`src/rtl/mult_seq_ctrl.sv`:
```
// mult_seq_ctrl: W x W unsigned multiplier sequenced over one shared 4x4 array multiplier
module multiplier (
   input  logic [3:0] a_i,
   input  logic [3:0] b_i,
   output logic [7:0] p_o
);
   always_comb begin
      p_o = '0;
      for (int r = 0; r < 4; r++) p_o = p_o + ({4'b0, a_i & {4{b_i[r]}}} << r);
   end
endmodule

module mult_seq_ctrl #(
   parameter int W = 8
) (
   input  logic             clk,
   input  logic             rst,
   input  logic             in_valid,
   output logic             in_ready,
   input  logic [W-1:0]     a,
   input  logic [W-1:0]     b,
   output logic             out_valid,
   input  logic             out_ready,
   output logic [2*W-1:0]   product,
   output logic             busy
);
   localparam int K  = W / 4;
   localparam int IW = K > 1 ? $clog2(K) : 1;
   localparam int SW = $clog2(2 * W) + 1;
   typedef enum logic [1:0] {IDLE, CALC, DONE} state_t;
   state_t           state_q;
   logic [W-1:0]     ra_q, rb_q;
   logic [2*W-1:0]   acc_q, acc_d;
   logic [IW-1:0]    i_q, j_q;
   logic [7:0]       pp;
   logic [SW-1:0]    sh;
   logic             j_end, last;
   if (W % 4 != 0 || W < 4) begin : g_bad_w
      $error("W must be a positive multiple of 4");
   end
   multiplier u_mul (
      .a_i(ra_q[{i_q, 2'b00} +: 4]),
      .b_i(rb_q[{j_q, 2'b00} +: 4]),
      .p_o(pp)
   );
   assign sh       = SW'(4 * (int'(i_q) + int'(j_q)));
   assign acc_d    = acc_q + ((2 * W)'(pp) << sh);
   assign j_end    = j_q == IW'(K - 1);
   assign last     = j_end && i_q == IW'(K - 1);
   assign in_ready = state_q == IDLE;
   assign busy     = state_q != IDLE;
   // DONE spends its first cycle loading the output registers, so out_valid rises one edge after CALC ends
   always_ff @(posedge clk) begin
      if (rst) begin
         state_q   <= IDLE;
         ra_q      <= '0;
         rb_q      <= '0;
         acc_q     <= '0;
         i_q       <= '0;
         j_q       <= '0;
         out_valid <= 1'b0;
         product   <= '0;
      end else begin
         case (state_q)
            IDLE: if (in_valid) begin
               ra_q    <= a;
               rb_q    <= b;
               acc_q   <= '0;
               i_q     <= '0;
               j_q     <= '0;
               state_q <= CALC;
            end
            CALC: begin
               acc_q <= acc_d;
               j_q   <= j_end ? '0 : j_q + 1'b1;
               i_q   <= j_end ? (last ? '0 : i_q + 1'b1) : i_q;
               if (last) state_q <= DONE;
            end
            DONE: if (!out_valid) begin
               out_valid <= 1'b1;
               product   <= acc_q;
            end else if (out_ready) begin
               out_valid <= 1'b0;
               state_q   <= IDLE;
            end
            default: state_q <= IDLE;
         endcase
      end
   end
endmodule

```
`config.mk`:
```
export PLATFORM = sky130hd
export DESIGN_NAME = mult_seq_ctrl
export DESIGN_NICKNAME = d
export VERILOG_FILES = /design/src/rtl/mult_seq_ctrl.sv
export SDC_FILE = /design/constraint.sdc
export NUM_CORES = 1
export LEC_CHECK = 0
export ABC_AREA = 0
export CAP_MARGIN = 20
export CELL_PAD_IN_SITES_DETAIL_PLACEMENT = 1
export CELL_PAD_IN_SITES_GLOBAL_PLACEMENT = 2
export CORE_ASPECT_RATIO = 2
export CORE_MARGIN = 10
export CORE_UTILIZATION = 30
export DETAILED_ROUTE_END_ITERATION = 8
export PLACE_DENSITY = 0.75
export SLEW_MARGIN = 20
export SYNTH_ARGS = -nofsm -noshare
export SYNTH_HDL_FRONTEND = slang
export SYNTH_HIERARCHICAL = 1
export SYNTH_SLANG_ARGS = --single-unit
```
`constraint.sdc`:
```
create_clock -name clk -period 5.1 [get_ports clk]
set_input_delay 1.02 -clock clk [delete_from_list [all_inputs] [get_ports clk]]
set_output_delay 1.02 -clock clk [all_outputs]
set_load 0.1 [all_outputs]
```
**After elaboration in Yosys (flattened, before gate mapping)**

Index checks and enable logic that the tools add are counted.

- Shifts and indexed selects: 3
- Bitwise gates (word level): 5
- $add $sub $neg: 7
- Reductions and logical operators: 9
- Equal/unequal tests: 7
- Multiplexer cells: 15

Operators by type and width:

| cell | count |
|---|---|
| $pmux W16 S2 | 1 |
| $add A16 B16 Y16 | 1 |
| $and A4 B4 Y4 | 4 |
| $mux W16 | 1 |
| $shiftx A8 B4 Y4 | 2 |
| $shl A8 B4 Y16 | 1 |
| $ne A2 B2 Y1 const B | 5 |
| $add A7 B7 Y8 | 1 |
| $mux W2 | 4 |
| $add A6 B6 Y7 | 1 |
| $add A4 B5 Y6 | 1 |
| $mux W1 | 6 |
| $pmux W2 S3 | 1 |
| $reduce_and A2 Y1 | 3 |
| $pmux W1 S2 | 2 |
| $reduce_and A4 Y1 | 1 |
| $reduce_bool A2 Y1 | 2 |
| $reduce_and A3 Y1 | 1 |
| $add A1 B1 Y1 const B | 2 |
| $add A1 B1 Y2 | 1 |
| $eq A2 B1 Y1 const B | 1 |
| $eq A2 B2 Y1 const B | 1 |
| $logic_not A2 Y1 | 1 |
| $logic_and A1 B1 Y1 | 1 |
| $not A1 Y1 | 1 |

- Output and inout bits: 19
- Register bits after elaboration: 53
- Word-level logic and storage cells: 54
- Input bits: 20

**Depth between registers and ports, before layout**

- Word-level depth: 8
- Gate-level depth with buffers: 23

**Cells and area by module**

Netlist, hierarchy kept.

By module, submodules not included:

| module | area each (µm²) | instances | cells an instance |
|---|---|---|---|
| mult_seq_ctrl | 2845.2 | 1 | 357 |
| multiplier | 422.9 | 1 | 53 |

**Least setup slack after synthesis**

Ideal clock, no wire load.

- Kind: reg2reg
- Start: reg j_q, in the netlist j_end
- End: reg acc_q[14]
- Setup time: 0.117 ns
- Stages on the path, launching flop included: 21
- Period minus slack after synthesis: 4.786 ns
- Arrival time: 4.669 ns
- Path buffers: 1
- Path slack: 0.314 ns
- Data required time: 4.983 ns
- Cell sequence: dfxtp_1 > clkbuf_1 > mux2_2 > nand2_1 > inv_1 > ha_1 > a21o_1 > a21oi_2 > xnor2_1 > fa_1 > fa_1 > nor2b_1 > o21ai_0 > nand2b_1 > a22o_1 > ha_1 > a21o_1 > a21o_1 > a221o_1 > or3_1 > a32o_1

- Cells in the longest elaborated chain, start to end: 8
- Elaborated cells between the ends (all ways): 12
- Classes of those cells: add/sub: 5; shift: 2; mux: 1; bitwise: 4

RTL lines:

| element | line | text |
|---|---|---|
| from (decl) | 34 | `logic [IW-1:0] i_q, j_q;` |
| from (signal assigned) | 75 | `j_q <= j_end ? '0 : j_q + 1'b1;` |
| $shiftx A8 B4 Y4 * | 43 | `.b_i(rb_q[{j_q, 2'b00} +: 4]),` |
| $and A4 B4 Y4 | 9 | `for (int r = 0; r < 4; r++) p_o = p_o + ({4'b0, a_i & {4{b_i[r]}}} << r);` |
| $add A4 B5 Y6 | 9 |  |
| $add A6 B6 Y7 | 9 |  |
| $add A7 B7 Y8 * | 9 |  |
| via pp[7] | 35 | `logic [7:0] pp;` |
| $shl A8 B4 Y16 * | 47 | `assign acc_d = acc_q + ((2 * W)'(pp) << sh);` |
| $add A16 B16 Y16 * | 47 |  |
| $pmux W16 S2 * | 64 | `case (state_q)` |
| to (signal assigned) | 58 | `acc_q <= '0;` |
| to (signal assigned) | 68 | `acc_q <= '0;` |
| to (signal assigned) | 74 | `acc_q <= acc_d;` |
| to (decl) | 33 | `logic [2*W-1:0] acc_q, acc_d;` |

Mark *: on every way through the listed nets, which the timed path passes. The rest lies on a longest branch.
A chain may end at the register's enable or synchronous reset.

**Final worst setup path**

- Start: reg i_q
- End: reg acc_q[14]

- Cells in the longest elaborated chain, start to end: 8
- Elaborated cells between the ends (all ways): 12
- Classes of those cells: add/sub: 5; shift: 2; mux: 1; bitwise: 4

RTL lines:

| element | line | text |
|---|---|---|
| from (decl) | 34 |  |
| from (signal assigned) | 76 | `i_q <= j_end ? (last ? '0 : i_q + 1'b1) : i_q;` |
| $shiftx A8 B4 Y4 * | 42 | `.a_i(ra_q[{i_q, 2'b00} +: 4]),` |
| $and A4 B4 Y4 | 9 |  |
| $add A4 B5 Y6 | 9 |  |
| $add A6 B6 Y7 | 9 |  |
| $add A7 B7 Y8 * | 9 |  |
| via pp[7] | 35 |  |
| $shl A8 B4 Y16 * | 47 |  |
| $add A16 B16 Y16 * | 47 |  |
| $pmux W16 S2 * | 64 |  |

Marked as above.

==> impl_metrics.toml <==
[power]
pwr_density_cell_nw_per_um2 = 233
combinationalPowerShare_pct = 11.6
p_switching_mw = 0.237
clockPowerShare_pct = 42.3
peakVddDrop_mv = 0.135
seq_power_share_pct = 46.0
leakagePower_nw = 1.63
swShare_pct = 25.3
internal-power_mw = 0.698
power_mw = 0.935

[cells_and_area]
area_delta_synth_final_pct = 22.6
fin_nets = 496
final_cell_mix = "nand2_1 (88), a21oi_1 (51), dfxtp_1 (51), clkdlybuf4s50_1 (37)"
drive_gt1_share_pct = 9.19
nFillCells = 1306
finalNonFillerCells = 583
antenna_cells = 0
final_common_cell = "nand2_1"

[cts]
cts_tree = "built"
htreeDepth = 2
clk_latency_ps = 300
clockRootBuffer = "clkbuf_16"
clk_path_buf_depth = 2
hold_buffers = 0
cts_inserted_buffers = 5
clk_pin_slew_ps = 70
cts_setup_buffers = 0
clock_sinks = 53

[drt]
vias = 3011
wl_um = 10000
drt-wirelength-per-cell_um = 17.2
avgViaCountPerCell = 5.16
ant_nets = 0
dr.pass1.iters = 4
drtIter0Drc = 80
drc = 0

[min_path]
min_path_type = "register to register"

[job]
max_cap_viol_count = 0

[floorplanning]
boundaryPins = 39
coreArea_um2 = 10600
die_x_um = 93.8
num_rows = 53
die_h_um = 168
start_util_pct = 30.8
die_area_um2 = 15700

[synth]
synth_seq_area_share_pct = 32.5
netlist_instances = 410
synth-edff-count = 0
synth_async_sr_flop_share_pct = 0
synth_nets = 461
syn_area_per_cell_um2 = 7.97
synth_seq_cells = 53
synth_warnings = 6
yosysUniqueCellTypes = 46
synthFlopType = "dfxtp_1"
synthesis.area_um2 = 3270

[grt]
grt_max_degree = 50
grt_use_total_pct = 13.0
grt_pass1_vias = 3305
grt_overflow = 0
grt_pass1_wl_um = 16200
antenna_found_initial = 0

[worst_setup_path]
cp-start-kind = "register"
crit_path_end_kind = "register"
required_ps = 5290
critPathKind = "register to register"
cp.arrival_ps = 5070
cp_max_fo = 7

[sta]
tightest_slew_ps = 1050
slew_violations = 0
setup_viol_count_final = 0
fin_tns_setup_ps = 0
fin_worst_skew_ps = 8.83
post-route-min-period_ps = 4880
grt_setup_unrepaired = "false"
layout_worst_path_cycle_share_pct = 95.6
slew_headroom_pct = 29.9
finalHoldViolCount = 0
max_freq_ghz = 0.205

[place]
dpl.hpwl_um = 8150
port_buffers = 38
dp.cells = 575
place_congestion = 0.865

[status]
status = "completed"
## metrics by stage
step	setup WS [ps]	hold slack (ps)	util (%)	instance area [µm²]
after floorplan	314	433	-	3270
after global placement	136	440	35.8	3800
after detailed placement	60.8	447	35.8	3800
after CTS	49.1	459	37.4	3970
after global routing	10.7	479	37.8	4010
final	222	454	37.8	4010
## path summary, 6_finish.rpt
check                           startpoint                        to  cells past startpoint  slack [ps]
setup / recovery          i_q$_SDFFE_PP0P_    acc_q[14]$_SDFFE_PP0P_                     20         220
setup reg to reg          i_q$_SDFFE_PP0P_    acc_q[14]$_SDFFE_PP0P_                     20         220
hold reg to reg   product[10]$_SDFFE_PP0P_  product[10]$_SDFFE_PP0P_                      2         450
hold / removal    product[10]$_SDFFE_PP0P_  product[10]$_SDFFE_PP0P_                      2         450
## logic make-up after synthesis
family | after synthesis | share of synthesized area (%)
fa+ha+maj | 31 | 13.2
flops | 53 | 32.5
compound gates | 113 | 22.3
xor+xnor | 9 | 2.41
mux | 12 | 3.98
simple gates | 157 | 21.6
buf+inv | 35 | 4.06
## sequential cells by signal (all words and copies together) (netlist names)
signal / cells
acc_q: 16
i_q: 1
j_end: 1
out_valid: 1
product: 16
ra_q: 8
rb_q: 8
state_q: 2
## cells in the mapped netlist, drive strengths merged, types with 8 or more instances
| master | number | area share [%] |
|---|---|---|
| nand2 | 89 | 10 |
| nor2b | 11 | 2.1 |
| or3 | 8 | 1.6 |
| o21ai | 10 | 1.5 |
| clkbuf | 15 | 1.7 |
| dfxtp | 53 | 32 |
| and2 | 13 | 2.5 |
| xnor2 | 8 | 2.1 |
| ha | 25 | 9.6 |
| a21oi | 54 | 8.5 |
| nor2 | 21 | 2.4 |
| mux2 | 8 | 2.8 |
| inv | 18 | 2.1 |
| a21o | 10 | 2.3 |
## power by group through the flow
stage	combinational [mW]	sequential, mW	clock [mW]
global placement	0.107	0.440	0
detailed placement	0.110	0.441	0
global route	0.121	0.432	0.427
CTS	0.110	0.431	0.414
finish	0.109	0.431	0.396
floorplan	0.0711	0.438	0
## area by class of cell
class,count,area (µm²),area share (%)
Multi-Input combinational cell,322,2100,52.5
Sequential cell,53,1070,26.6
Timing Repair Buffer,45,428,10.7
Tap cell,137,171,4.28
Clock buffer,5,125,3.12
Inverter,18,67.6,1.69
Clock inverter,3,43.8,1.09
## critical path, stage by stage, from the launching register on
cell and delay, ps:
dfxtp_4 380, mux2_2 360, and2_1 170, ha_1 200, inv_1 80, fa_2 220, xnor2_1 100, fa_1 510
ha_1 200, inv_1 70, fa_2 360, nor2b_1 110, o21ai_0 80, nand2b_1 100, a22o_1 180, ha_2 320
a21o_1 180, a21o_1 210, a221o_1 360, or3_1 350, a32o_1 240
## repair_timing
action / in CTS / in global routing
endpoints found under the hold margin: 0 / 0
gates resized for setup: 0 / 13
setup endpoints to repair: 0 / 7
## routing by layer
layer  vias up  global-route usage (%)  routed length [µm]
met5         -                       0                   0
met4         0                    6.98                 424
met3        25                    1.75                 228
met2        54                    27.2                6100
met1      1446                    10.6                3290
li1       1486                       -                   -
No activity file was read; power rests on OpenSTA's default activity.
